--- src/rtl/riscv_noc_pkg.sv ---
// riscv_noc_pkg: shared types and helpers for the NoC router lookup stage.
//   lookup_state_t  per-VC wormhole state (IDLE, WORM, DROP)
//   route_lookup()  routing-table lookup returning a one-hot port mask
package riscv_noc_pkg;

  // Upper bounds the lookup helper supports (OUTPUTS <= 16, DEST_WIDTH <= 8).
  localparam int unsigned LOOKUP_MAX_OUTPUTS  = 16;
  localparam int unsigned LOOKUP_MAX_DEST_W   = 8;
  localparam int unsigned LOOKUP_ROUTES_MAX   = LOOKUP_MAX_OUTPUTS * (2 ** LOOKUP_MAX_DEST_W);
  localparam int unsigned LOOKUP_ROUTES_IDX_W = $clog2(LOOKUP_ROUTES_MAX);
  localparam int unsigned LOOKUP_OUT_IDX_W    = $clog2(LOOKUP_MAX_OUTPUTS);

  typedef enum logic [1:0] {
    IDLE = 2'd0,
    WORM = 2'd1,
    DROP = 2'd2
  } lookup_state_t;

  // Entry for dest is routes[dest*outputs +: outputs]; only its lowest set bit is kept.
  function automatic logic [LOOKUP_MAX_OUTPUTS-1:0] route_lookup(
    input logic [LOOKUP_ROUTES_MAX-1:0] routes,
    input int unsigned                  outputs,
    input logic [LOOKUP_MAX_DEST_W-1:0] dest
  );
    logic [LOOKUP_MAX_OUTPUTS-1:0] mask;
    logic                          found;
    mask  = '0;
    found = 1'b0;
    for (int unsigned p = 0; p < LOOKUP_MAX_OUTPUTS; p++) begin
      if (p < outputs && !found &&
          routes[LOOKUP_ROUTES_IDX_W'(32'(dest) * outputs + p)]) begin
        mask[LOOKUP_OUT_IDX_W'(p)] = 1'b1;
        found                      = 1'b1;
      end
    end
    return mask;
  endfunction

endpackage

--- src/rtl/riscv_noc_router_lookup_buffer.sv ---
// riscv_noc_router_lookup_buffer: 2-entry output FIFO of the lookup stage.
//   push/push_*  entry written when push is high (caller guarantees room)
//   full_c       combinational full flag from the registered count
//   out_flit/out_last  head entry fields
//   out_valid    one-hot {channel, port} decode of the head, gated by head-valid
//   out_ready    head pops when the bit matching out_valid is set
module riscv_noc_router_lookup_buffer #(
  parameter int unsigned PLEN     = 64,
  parameter int unsigned CHANNELS = 2,
  parameter int unsigned OUTPUTS  = 7,
  localparam int unsigned CH_W    = (CHANNELS > 1) ? $clog2(CHANNELS) : 1,
  localparam int unsigned PORT_W  = (OUTPUTS > 1) ? $clog2(OUTPUTS) : 1
) (
  input  logic                         clk,
  input  logic                         rst,
  input  logic                         push,
  input  logic [PLEN-1:0]              push_flit,
  input  logic                         push_last,
  input  logic [CH_W-1:0]              push_ch,
  input  logic [PORT_W-1:0]            push_port,
  output logic                         full_c,
  output logic [PLEN-1:0]              out_flit,
  output logic                         out_last,
  output logic [CHANNELS*OUTPUTS-1:0]  out_valid,
  input  logic [CHANNELS*OUTPUTS-1:0]  out_ready
);

  logic [PLEN-1:0]   flit_q [2];
  logic [PLEN-1:0]   flit_d [2];
  logic              last_q [2];
  logic              last_d [2];
  logic [CH_W-1:0]   ch_q   [2];
  logic [CH_W-1:0]   ch_d   [2];
  logic [PORT_W-1:0] port_q [2];
  logic [PORT_W-1:0] port_d [2];
  logic              wr_ptr_q, wr_ptr_d;
  logic              rd_ptr_q, rd_ptr_d;
  logic [1:0]        count_q, count_d;
  logic              head_valid;
  logic              do_pop;
  logic              do_push;

  assign head_valid = (count_q != 2'd0);
  assign full_c     = (count_q == 2'd2);
  assign out_flit   = flit_q[rd_ptr_q];
  assign out_last   = last_q[rd_ptr_q];

  // Head decode to the flat channel*OUTPUTS+port valid vector
  for (genvar c = 0; c < CHANNELS; c++) begin : g_dec_ch
    for (genvar p = 0; p < OUTPUTS; p++) begin : g_dec_port
      assign out_valid[c*OUTPUTS+p] = head_valid &&
                                      (ch_q[rd_ptr_q] == CH_W'(c)) &&
                                      (port_q[rd_ptr_q] == PORT_W'(p));
    end
  end

  assign do_pop  = |(out_valid & out_ready);
  // Push at full is only legal alongside a pop (slot being vacated is the head)
  assign do_push = push && (!full_c || do_pop);

  // Next-state for storage, pointers and occupancy
  always_comb begin
    flit_d   = flit_q;
    last_d   = last_q;
    ch_d     = ch_q;
    port_d   = port_q;
    wr_ptr_d = wr_ptr_q;
    rd_ptr_d = rd_ptr_q;
    count_d  = count_q;
    if (do_push) begin
      flit_d[wr_ptr_q] = push_flit;
      last_d[wr_ptr_q] = push_last;
      ch_d[wr_ptr_q]   = push_ch;
      port_d[wr_ptr_q] = push_port;
      wr_ptr_d         = !wr_ptr_q;
    end
    if (do_pop) begin
      rd_ptr_d = !rd_ptr_q;
    end
    case ({do_push, do_pop})
      2'b10:   count_d = count_q + 2'd1;
      2'b01:   count_d = count_q - 2'd1;
      default: count_d = count_q;
    endcase
  end

  always_ff @(posedge clk) begin
    if (rst) begin
      flit_q[0] <= '0;
      flit_q[1] <= '0;
      last_q[0] <= 1'b0;
      last_q[1] <= 1'b0;
      ch_q[0]   <= '0;
      ch_q[1]   <= '0;
      port_q[0] <= '0;
      port_q[1] <= '0;
      wr_ptr_q  <= 1'b0;
      rd_ptr_q  <= 1'b0;
      count_q   <= 2'd0;
    end else begin
      flit_q   <= flit_d;
      last_q   <= last_d;
      ch_q     <= ch_d;
      port_q   <= port_d;
      wr_ptr_q <= wr_ptr_d;
      rd_ptr_q <= rd_ptr_d;
      count_q  <= count_d;
    end
  end

endmodule

--- src/rtl/riscv_noc_router_lookup_vc.sv ---
// riscv_noc_router_lookup_vc: route-lookup stage for one input port with
// CHANNELS virtual channels, one wormhole tracked per channel.
//   in_flit/in_last/in_valid/in_ready  shared flit bus, per-channel handshake
//   out_flit/out_last/out_valid/out_ready  head of the 2-entry output buffer,
//                                         out_valid bit c*OUTPUTS+p = channel c, port p
//   err_drop  one-cycle pulse per channel when an unroutable header is dropped
module riscv_noc_router_lookup_vc
  import riscv_noc_pkg::*;
#(
  parameter int unsigned PLEN       = 64,
  parameter int unsigned OUTPUTS    = 7,
  parameter int unsigned CHANNELS   = 2,
  parameter int unsigned DEST_WIDTH = 5,
  parameter logic [OUTPUTS*(2**DEST_WIDTH)-1:0] ROUTES = '0
) (
  input  logic                         clk,
  input  logic                         rst,
  input  logic [PLEN-1:0]              in_flit,
  input  logic                         in_last,
  input  logic [CHANNELS-1:0]          in_valid,
  output logic [CHANNELS-1:0]          in_ready,
  output logic [PLEN-1:0]              out_flit,
  output logic                         out_last,
  output logic [CHANNELS*OUTPUTS-1:0]  out_valid,
  input  logic [CHANNELS*OUTPUTS-1:0]  out_ready,
  output logic [CHANNELS-1:0]          err_drop
);

  localparam int unsigned CH_W   = (CHANNELS > 1) ? $clog2(CHANNELS) : 1;
  localparam int unsigned PORT_W = (OUTPUTS > 1) ? $clog2(OUTPUTS) : 1;

  logic [DEST_WIDTH-1:0]             dest;
  logic [OUTPUTS-1:0]                route;
  logic                              buf_full_c;
  logic [CHANNELS-1:0]               ch_push;
  logic [OUTPUTS-1:0][CHANNELS-1:0]  mask_cols;
  logic [CH_W-1:0][CHANNELS-1:0]     ch_cols;
  logic [PORT_W-1:0][OUTPUTS-1:0]    port_cols;
  logic                              push;
  logic [OUTPUTS-1:0]                push_mask;
  logic [CH_W-1:0]                   push_ch;
  logic [PORT_W-1:0]                 push_port;

  assign dest  = in_flit[PLEN-1 -: DEST_WIDTH];
  assign route = OUTPUTS'(route_lookup(LOOKUP_ROUTES_MAX'(ROUTES), OUTPUTS,
                                       LOOKUP_MAX_DEST_W'(dest)));

  // Per-channel grant, wormhole state machine and drop flag
  for (genvar c = 0; c < CHANNELS; c++) begin : g_ch
    lookup_state_t      state_q, state_d;
    logic [OUTPUTS-1:0] port_q, port_d;
    logic               err_q, err_d;
    logic               lower_busy;
    logic               accept;
    logic [OUTPUTS-1:0] mask;

    if (c == 0) begin : g_first
      assign lower_busy = 1'b0;
    end else begin : g_rest
      assign lower_busy = |in_valid[c-1:0];
    end

    // A dropping channel never needs buffer space
    assign in_ready[c] = !lower_busy && (!buf_full_c || state_q == DROP);
    assign accept      = in_valid[c] && in_ready[c];
    assign ch_push[c]  = accept && (state_q == WORM || (state_q == IDLE && route != '0));
    assign mask        = (state_q == WORM) ? port_q : route;
    assign err_drop[c] = err_q;

    for (genvar p = 0; p < OUTPUTS; p++) begin : g_mask
      assign mask_cols[p][c] = ch_push[c] && mask[p];
    end
    for (genvar b = 0; b < CH_W; b++) begin : g_chidx
      assign ch_cols[b][c] = ch_push[c] && (((c >> b) & 1) != 0);
    end

    always_comb begin
      state_d = state_q;
      port_d  = port_q;
      err_d   = 1'b0;
      if (accept) begin
        case (state_q)
          IDLE: begin
            if (route != '0) begin
              if (!in_last) begin
                state_d = WORM;
                port_d  = route;
              end
            end else begin
              err_d = 1'b1;
              if (!in_last) state_d = DROP;
            end
          end
          WORM:    if (in_last) state_d = IDLE;
          DROP:    if (in_last) state_d = IDLE;
          default: state_d = IDLE;
        endcase
      end
    end

    always_ff @(posedge clk) begin
      if (rst) begin
        state_q <= IDLE;
        port_q  <= '0;
        err_q   <= 1'b0;
      end else begin
        state_q <= state_d;
        port_q  <= port_d;
        err_q   <= err_d;
      end
    end
  end

  // Grant makes accepts one-hot, so OR-merging the per-channel terms is a mux
  assign push = |ch_push;
  for (genvar p = 0; p < OUTPUTS; p++) begin : g_pmask
    assign push_mask[p] = |mask_cols[p];
  end
  for (genvar b = 0; b < CH_W; b++) begin : g_pch
    assign push_ch[b] = |ch_cols[b];
  end

  // One-hot port mask to port index
  for (genvar b = 0; b < PORT_W; b++) begin : g_pidx
    for (genvar p = 0; p < OUTPUTS; p++) begin : g_pbit
      assign port_cols[b][p] = push_mask[p] && (((p >> b) & 1) != 0);
    end
    assign push_port[b] = |port_cols[b];
  end

  riscv_noc_router_lookup_buffer #(
    .PLEN     (PLEN),
    .CHANNELS (CHANNELS),
    .OUTPUTS  (OUTPUTS)
  ) u_buffer (
    .clk       (clk),
    .rst       (rst),
    .push      (push),
    .push_flit (in_flit),
    .push_last (in_last),
    .push_ch   (push_ch),
    .push_port (push_port),
    .full_c    (buf_full_c),
    .out_flit  (out_flit),
    .out_last  (out_last),
    .out_valid (out_valid),
    .out_ready (out_ready)
  );

endmodule
--- config.mk ---
export PLATFORM = sky130hd
export DESIGN_NAME = riscv_noc_router_lookup_vc
export DESIGN_NICKNAME = d
export VERILOG_FILES = /design/src/rtl/riscv_noc_pkg.sv /design/src/rtl/riscv_noc_router_lookup_buffer.sv /design/src/rtl/riscv_noc_router_lookup_vc.sv
export SDC_FILE = /design/constraint.sdc
export NUM_CORES = 1
export LEC_CHECK = 0
export CORE_ASPECT_RATIO = 0.75
export CORE_UTILIZATION = 40
export DETAILED_ROUTE_END_ITERATION = 16
export PLACE_DENSITY = 0.67
export SYNTH_ARGS = -nofsm -noshare
export SYNTH_HDL_FRONTEND = slang
export SYNTH_HIERARCHICAL = 1
export SYNTH_SLANG_ARGS = --single-unit
--- constraint.sdc ---
create_clock -name clk -period 5.6 [get_ports clk]
set_input_delay 1.12 -clock clk [delete_from_list [all_inputs] [get_ports clk]]
set_output_delay 1.12 -clock clk [all_outputs]
set_load 0.03 [all_outputs]
==> impl_metrics.tcl <==
set metrics [dict create \
    leakage_nw 3.798 \
    port_buffers 165 \
    wl_met3_um 925 \
    fill_cells 1568 \
    hold_viol 0 \
    path_clk_slew_ns 0.06 \
    core_sq_um 17920 \
    finalSetupTns_ns 0 \
    start_util 0.4144 \
    setup_violations 0 \
    track_usage 0.1826 \
    cp-end-kind "output port" \
    cp_slowest_cell "buf_4" \
    yosys_warnings 6 \
    worst_slack_ns 1.664 \
    cp_top_family "buffers and inverters" \
    cts.sinks 146 \
    grt_max_degree 132 \
    synth_top_cell_by_area "dfxtp_1" \
    ioPinCount 166 \
    grt_pass1_vias 5683 \
    startpoint_type "flip-flop" \
    max_stage_delay_ns 0.80 \
    wl_met2_um 7823 \
    die_h_um 120 \
    drt_first_pass_iters 5 \
    area_delta_synth_final_pct 29.97 \
    die_w_um 159.3 \
    grt_pass1_wl_um 27920 \
    root_buffer "clkbuf_16" \
    htreeDepth 4 \
    synth_area_per_cell_sq_um 10.43 \
    yosysTopAreaCellShare 0.3936 \
    fmax_mhz 254.1 \
    ys_top_cells_by_area "dfxtp_1 39%, mux2i_1 19%, nand2b_1 17%, mux2_2 10%, buf_6 1.7%" \
    crit_chain "buf_4 > mux2_2 > clkdlybuf4s50_1" \
    hold_buffers 0 \
    drc 0 \
    antennaDiodeCount 0 \
    maxSlewHeadroom -3.490 \
    wl_met1_um 8303 \
    drive_gt1_frac 0.1296 \
    dp_hpwl_um 11310 \
    synth_ff_type "dfxtp_1" \
    dieArea_sq_um 19120 \
    crit_required_ns 4.48 \
    syn_area_sq_um 7426 \
    synth_edf_count 0 \
    holdCritStartpoint "g_ch[1].state_q[1]" \
    maxCapViolations 0 \
    grt.overflow.total 0 \
    crit_path_max_fanout 66 \
    path_buf_inv 2 \
    wirelength_um 17300 \
    drtAntennaViolNets 0 \
    syn_inst 712 \
    p_total_mw 3.922 \
    cts_buffer_depth 2 \
    report.final.slew_viol_count 122 \
    ctsResizeCount 0 \
    vias_per_cell 4.908 \
    powerDensity_nw_per_um2 406.4 \
    routedWlPerCell_um 15.64 \
    rows 42 \
    yosys.cell_types.count 47 \
    crit_type "flip-flop to output port" \
    worstPathArrival_ns 2.82 \
    worst_pin_slew_ns 6.721 \
    place_worst_setup_slack_ns 2.006 \
    clk_latency_ns 0.41 \
    synthArstFlopShare 0 \
    ir_drop_uv 180.1 \
    maxUsedRoutingLayer "met5" \
    antenna_found_initial 2 \
    postSynthRegisterBits 146 \
    r2r_start "u_buffer/rd_ptr_q" \
    startpoint "u_buffer/rd_ptr_q" \
    yosysSeqAreaShare 0.3936 \
    gp_congestion 0.8488 \
    postCtsSetupBuffers 0 \
    skew_ns 0.006366 \
    whs_ns 0.4286 \
    cts_buffers 17 \
    violations "slew limit" \
    cts_tree "built" \
    rsz0062_at_grt "false" \
    layout_min_cycle_time_ns 3.936 \
    vias 5428 \
    fin_crit_sh 0.7029 \
    status "finished, violations left" \
    final_nets 935 \
    hold_class "flip-flop to flip-flop" \
    drtIter0Drc 246 \
]
==> cell families (layout without fill, tap and decap cells) <==
logic type | Yosys count | after routing | synth area share
buf+inv | 55 | 202 | 0.05324
mux | 214 | 214 | 0.3013
flops | 146 | 146 | 0.3936
simple gates | 264 | 264 | 0.2211
xor+xnor | 2 | 2 | 0.002359
fa+ha+maj | 1 | 1 | 0.001685
compound gates | 29 | 29 | 0.02629
other cells | 1 | 6 | 0.0005050
==> synthesized netlist by cell type (6+ instances only) <==
| library cell | n |
|---|---|
| dfxtp_1 | 146 |
| clkbuf_1 | 27 |
| nor3b_1 | 6 |
| o21ai_0 | 9 |
| nand2b_1 | 207 |
| nor2_1 | 19 |
| mux2_2 | 68 |
| buf_6 | 11 |
| mux2i_1 | 144 |
==> path summary, 6_finish.rpt <==
path,endpoint,slack [ns],cells past startpoint
worst max register to register,u_buffer/count_q[1],2.21,10
worst min register to register,g_ch[1].err_q,0.43,1
worst min-delay path,g_ch[1].err_q,0.43,1
worst max-delay path,out_flit[32],1.66,3
==> cell usage in the layout (no fill, tap or decap), types with 4 or more instances in the layout <==
cell type	synthesis	final
nor3b_1	6	6
nand2b_1	207	207
and3b_1	5	5
clkinv_4	0	8
a211oi_1	5	5
dfxtp_1	146	145
clkdlybuf4s50_1	0	164
o21ai_0	9	9
nor3_1	4	4
clkbuf_16	0	17
mux2i_1	144	144
nand2_1	4	4
or3_1	4	4
conb_1	1	6
mux2_2	68	68
nor2_1	19	19
a21oi_1	5	5
==> final cells by class <==
type,count,area (sq um),share of cell area
timing repair buffer,167,1664,0.1724
tap,242,302.8,0.03137
clock buffer,18,439.2,0.04550
inverter,3,11.26,0.001167
sequential,146,2927,0.3032
clock inverter,14,181.4,0.01880
multi-input combinational,516,4126,0.4275
==> metrics by stage <==
step	utilization	instances	cell area, sq um
after floorplan	-	717	7445
after global placement	0.5040	1074	9031
after detailed placement	0.5040	1074	9031
after CTS	0.5386	1106	9652
after global routing	0.5386	1106	9652
final	0.5386	1106	9652
==> sequential cells by signal (all words and copies together) (netlist names) <==
register,count
u_buffer/rd_ptr_q,1
u_buffer/count_q,2
u_buffer/ch_q,2
u_buffer/wr_ptr_q,1
g_ch.state_q,2
u_buffer/last_q,2
g_ch.err_q,2
u_buffer/flit_q,128
u_buffer/port_q,6
==> power breakdown <==
| part | internal [mW] | switching (mW) |
|---|---|---|
| combinational | 0.707 | 0.750 |
| clock | 0.719 | 0.450 |
| sequential | 1.19 | 0.111 |
==> per-layer routing <==
metal	up-vias	global-route usage
met5	-	0
met4	4	0.06310
met3	22	0.05358
met2	145	0.2843
met1	2570	0.2405
li1	2687	-
No activity file was read; power rests on OpenSTA's default activity.
